===== config.mk =====
export PLATFORM = sky130hd
export DESIGN_NAME = sin_lut_nco_ctrl
export DESIGN_NICKNAME = d
export VERILOG_FILES = /design/src/rtl/sin_lut_nco_ctrl.sv
export SDC_FILE = /design/constraint.sdc
export NUM_CORES = 1
export LEC_CHECK = 0
export ABC_AREA = 1
export BUFFER_PORTS_ARGS = -buffer_cell sky130_fd_sc_hd__buf_2
export CAP_MARGIN = 20
export CORE_MARGIN = 2
export CORE_UTILIZATION = 45
export CTS_CLUSTER_SIZE = 10
export DETAILED_ROUTE_END_ITERATION = 10
export GPL_ROUTABILITY_DRIVEN = 0
export MAX_ROUTING_LAYER = met4
export PLACE_DENSITY = 0.65
export REMOVE_ABC_BUFFERS = 1
export SETUP_SLACK_MARGIN = 0.3
export SYNTH_ARGS = -nofsm -noshare
export SYNTH_HDL_FRONTEND = slang
export SYNTH_SLANG_ARGS = --single-unit

===== constraint.sdc =====
create_clock -name clk -period 1.9 [get_ports clk]
set_input_delay 0.285 -clock clk [delete_from_list [all_inputs] [get_ports clk]]
set_output_delay 0.285 -clock clk [all_outputs]
set_load 0.01 [all_outputs]

===== src/rtl/sin_lut_nco_ctrl.sv =====
// Sine LUT sequencer: loads the table from a valid/ready stream, then sweeps it with a phase
// accumulator. Define SIN_LUT_CTRL_PHASE_OFFSET_EN to add the phase_offset input to the phase.
module sin_lut_nco_ctrl #(
  parameter int unsigned NUM_ENTRY   = 1024,
  parameter int unsigned ADDR_WIDTH  = 10,
  parameter int unsigned DATA_WIDTH  = 16,
  parameter int unsigned PHASE_WIDTH = 24
) (
  input  logic                   clk,
  input  logic                   rst,
  input  logic                   ld_start,
  input  logic                   ld_valid,
  input  logic [DATA_WIDTH-1:0]  ld_data,
  output logic                   ld_ready,
  output logic                   lut_loaded,
  input  logic                   run_en,
  input  logic [PHASE_WIDTH-1:0] freq_word,
`ifdef SIN_LUT_CTRL_PHASE_OFFSET_EN
  input  logic [PHASE_WIDTH-1:0] phase_offset,
`endif
  output logic                   lut_wr_en,
  output logic [ADDR_WIDTH-1:0]  lut_wr_addr,
  output logic [DATA_WIDTH-1:0]  lut_wr_data,
  output logic [ADDR_WIDTH-1:0]  lut_rd_addr,
  input  logic [DATA_WIDTH-1:0]  lut_rd_data,
  output logic [DATA_WIDTH-1:0]  sample_out,
  output logic                   sample_valid,
  output logic                   busy
);

  localparam logic [ADDR_WIDTH-1:0] LastAddr = ADDR_WIDTH'(NUM_ENTRY - 1);

  typedef enum logic [1:0] {StIdle, StLoad, StRun} state_e;

  state_e                  state_q, state_d;
  logic [ADDR_WIDTH-1:0]   cnt_q, cnt_d;
  logic                    loaded_q, loaded_d;
  logic                    wr_en_q, wr_en_d;
  logic [ADDR_WIDTH-1:0]   wr_addr_q, wr_addr_d;
  logic [DATA_WIDTH-1:0]   wr_data_q, wr_data_d;
  logic [PHASE_WIDTH-1:0]  acc_q, acc_d;
  logic [ADDR_WIDTH-1:0]   rd_addr_q, rd_addr_d;
  logic                    addr_vld_q, addr_vld_d;
  logic [DATA_WIDTH-1:0]   sample_q, sample_d;
  logic                    sample_vld_q, sample_vld_d;
  logic [PHASE_WIDTH-1:0]  phase;

`ifdef SIN_LUT_CTRL_PHASE_OFFSET_EN
  assign phase = acc_q + phase_offset;
`else
  assign phase = acc_q;
`endif

  always_comb begin
    state_d      = state_q;
    cnt_d        = cnt_q;
    loaded_d     = loaded_q;
    wr_en_d      = 1'b0;
    wr_addr_d    = wr_addr_q;
    wr_data_d    = wr_data_q;
    acc_d        = acc_q;
    rd_addr_d    = rd_addr_q;
    addr_vld_d   = 1'b0;
    sample_d     = sample_q;
    sample_vld_d = 1'b0;
    unique case (state_q)
      StIdle: begin
        acc_d = '0;
        if (ld_start) begin
          state_d  = StLoad;
          cnt_d    = '0;
          loaded_d = 1'b0;
        end else if (run_en && loaded_q) begin
          state_d = StRun;
        end
      end
      StLoad: begin
        // ld_ready is high for the whole state, so ld_valid alone marks a beat
        if (ld_valid) begin
          wr_en_d   = 1'b1;
          wr_addr_d = cnt_q;
          wr_data_d = ld_data;
          cnt_d     = cnt_q + 1'b1;
          if (cnt_q == LastAddr) begin
            loaded_d = 1'b1;
            state_d  = StIdle;
          end
        end
      end
      StRun: begin
        if (run_en) begin
          acc_d        = acc_q + freq_word;
          rd_addr_d    = ADDR_WIDTH'(phase >> (PHASE_WIDTH - ADDR_WIDTH));
          addr_vld_d   = 1'b1;
          sample_vld_d = addr_vld_q;
          if (addr_vld_q) sample_d = lut_rd_data;
        end else begin
          state_d = StIdle;
        end
      end
      default: state_d = StIdle;
    endcase
  end

  always_ff @(posedge clk) begin
    if (rst) begin
      state_q      <= StIdle;
      cnt_q        <= '0;
      loaded_q     <= 1'b0;
      wr_en_q      <= 1'b0;
      wr_addr_q    <= '0;
      wr_data_q    <= '0;
      acc_q        <= '0;
      rd_addr_q    <= '0;
      addr_vld_q   <= 1'b0;
      sample_q     <= '0;
      sample_vld_q <= 1'b0;
    end else begin
      state_q      <= state_d;
      cnt_q        <= cnt_d;
      loaded_q     <= loaded_d;
      wr_en_q      <= wr_en_d;
      wr_addr_q    <= wr_addr_d;
      wr_data_q    <= wr_data_d;
      acc_q        <= acc_d;
      rd_addr_q    <= rd_addr_d;
      addr_vld_q   <= addr_vld_d;
      sample_q     <= sample_d;
      sample_vld_q <= sample_vld_d;
    end
  end

  assign ld_ready     = (state_q == StLoad);
  assign busy         = (state_q != StIdle);
  assign lut_loaded   = loaded_q;
  assign lut_wr_en    = wr_en_q;
  assign lut_wr_addr  = wr_addr_q;
  assign lut_wr_data  = wr_data_q;
  assign lut_rd_addr  = rd_addr_q;
  assign sample_out   = sample_q;
  assign sample_valid = sample_vld_q;

endmodule


==> metrics <==
worst setup path class flip-flop to flip-flop; status completed; max_cap viols 0; largest fanout on the critical path 4; Nets 999; initial antenna violation count 0; critical path's most frequent cell nand2_2; final setup fails 0; Netlist cell types 29; TritonCTS clock tree done; P_leak 3.273 nW; Cells after Synth 771; Setup TNS 0 ns; most common cell after layout, fill and taps aside nand2_1; Slowest-stage cell, CP fa_2; TritonCTS Sinks 92; CTS Root Cell clkbuf_8; yosys warns 0; clk buf depth 2; f_max 0.5633 GHz; layout cells sized above 1 37.91%; Synth Area per Inst 6.454 um^2; filler instances 926; Peak VDD IR 467.6 uV; flops & latches, synth 92; fin crit share 93.44%; die height 109.2 um; WL final 14800 um; Post-Syn Area 4976 um^2; PwrDens 693.3 nW/um^2; Slew headroom 59.61%; sequential-to-total area share from yosys stat 37.01%; WL per Instance 13.99 um; Hold Crit Start ld_data[12]; cells along the critical path ha_4 > fa_2 > nand2_2 > inv_2 > nand2_2 > nand3_4 > nand2_4 > nand2_4 > nand2_2 > nand2_1 > nand2_1 > nand3_1 > a21oi_1; Min Hold Slack 0.1353 ns; die width 109.2 um; Die Area 11910 um^2; Post-DP HPWL 9710 um; area added between synthesis and finish 40.23%; CTS HTree Levels 3; Tightest Hold Check Type primary input to flip-flop; synth top area cells dfxtp_1 (37%), nand2_1 (20%), a21oi_1 (8.2%), inv_1 (6.8%), ha_1 (6.0%); Pins Over Slew Limit 0; global route overflow 0; num rows 38; min Tclk post-route 1.775 ns; port bufs 117; largest net degree at the start of global routing 42; drt via density 5.148; unrepaired setup endpoints after global routing true; vias in the first global route 4934; critical path capture point type flip-flop; CP Buf/Inv Count 1; Post-DRT Antenna Nets 0; TritonCTS Buffers 9; area leader, netlist dfxtp_1; worst stage delay on the critical path 0.37 ns; Core Area 10790 um^2; critical path's top delay family simple AND/OR/NAND/NOR gates; FF+latch area 1877 um^2; setup ws final 0.1247 ns; Worst Setup SP acc_q[0]; first-pass GRT wire length 23000 um; Total GRT Usage 25.06%; worst slew pin tran 0.6052 ns; RR Startpoint acc_q[0]; Critical Path AT 2.09 ns; Hold Vio Cnt, Final 0; first drt pass iteration count 5; Clock transition at path regs 0.10 ns; CP required 2.21 ns; Worst Skew 0.005704 ns; Setup WS pre-CTS -0.03397 ns; CP startpoint kind flip-flop; share of the synthesized area in the top cell type 37.01%; Initial Utilization 46.10%; # IOs 118; DRC viols 0; leading cell types in the layout, fill and taps excluded nand2_1 (216), buf_2 (117), inv_1 (80); clock latency on the worst-skew pair 0.38 ns; antenna fix cells 0; drt initial violations 317; vias 5447; area of the multi-input gates 3425 um^2
-- worst reg2reg max path, cell delays in order (launching register included) --
cell	delay, ns
dfxtp_2	0.35
ha_4	0.16
fa_2	0.37
nand2_2	0.08
inv_2	0.04
nand2_2	0.07
nand3_4	0.09
nand2_4	0.08
nand2_4	0.08
nand2_2	0.07
nand2_1	0.06
nand2_1	0.07
nand3_1	0.07
a21oi_1	0.14
-- stage by stage --
stage	cells	area [um^2]	utilization (%)	power, mW
global placement	1024	5801	53.74	3.037
detailed placement	1024	5801	53.74	3.059
floorplan	747	4877	-	2.653
CTS	1044	6437	59.65	4.706
global route	1058	6978	64.65	5.096
finish	1058	6978	64.65	4.838
-- flip-flops by register name, indices dropped and copies added, names as in the netlist, 2 cells and up --
register     flops
acc_q           24
lut_wr_data     16
sample_out      16
cnt_q           10
lut_rd_addr     10
lut_wr_addr     10
state_q          2
-- final cells by class --
| cell class | count | area share (%) |
|---|---|---|
| Multi-Input combinational cell | 562 | 49.08 |
| Timing Repair Buffer | 155 | 13.16 |
| Clock inverter | 7 | 1.524 |
| Clock buffer | 9 | 1.775 |
| Tap cell | 140 | 2.510 |
| Sequential cell | 92 | 26.90 |
| Inverter | 93 | 5.056 |
-- report_power, final --
group          switching (mW)  internal [mW]  total, mW
logic                   0.737          0.480       1.22
registers              0.0637           2.01       2.08
clock network           0.779          0.763       1.54
-- layer usage --
layer  wire, um  up-vias  track usage, %
met3        914       33           6.515
li1           -     2728               -
met4        293        0           6.685
met5          0        -               -
met2       7158      171           39.40
met1       6433     2515           31.97
-- path summary, 6_finish.rpt --
path / end / slack [ns] / depth (start not counted)
setup / recovery: acc_q[12] / 0.12 / 13
setup reg to reg: acc_q[12] / 0.12 / 13
hold reg to reg: lut_rd_addr[1] / 0.46 / 2
hold / removal: lut_wr_data[12] / 0.14 / 3
-- synth_stat cells --
master / instances
clkinv_2: 1
or2_2: 3
nor2_2: 1
nor2_4: 2
o21ai_0: 32
a21o_1: 2
nand2_1: 267
xor2_1: 1
dfxtp_1: 92
inv_1: 90
a32o_1: 3
inv_2: 2
buf_2: 7
fa_1: 1
nand2_2: 2
clkbuf_1: 15
nand3_1: 35
a221oi_1: 1
nand2_4: 1
buf_1: 2
a211oi_1: 4
nor3_1: 4
nor2_1: 79
a21oi_1: 82
nand3b_1: 7
nand4_1: 9
and2_1: 1
ha_1: 24
nand4_4: 1
-- repair_timing --
item,in CTS,in global routing
endpoints found under the setup margin,23,44
hold buffers,0,0
gates resized for setup,70,137
pin swaps,12,45
setup buffers,4,14
-- logic make-up (layout without fill, tap and decap cells) --
| kind of cell | Yosys count | in the layout | synth area share [%] |
|---|---|---|---|
| AND/OR/NAND/NOR | 412 | 412 | 34.20 |
| AO/OA/AOI/OAI | 124 | 124 | 13.15 |
| buffers and inverters | 117 | 264 | 9.027 |
| flip-flops | 92 | 92 | 37.01 |
| adder cells (fa/ha/maj) | 25 | 25 | 6.437 |
| XOR/XNOR | 1 | 1 | 0.1760 |
(Power assumes the default switching activity.)
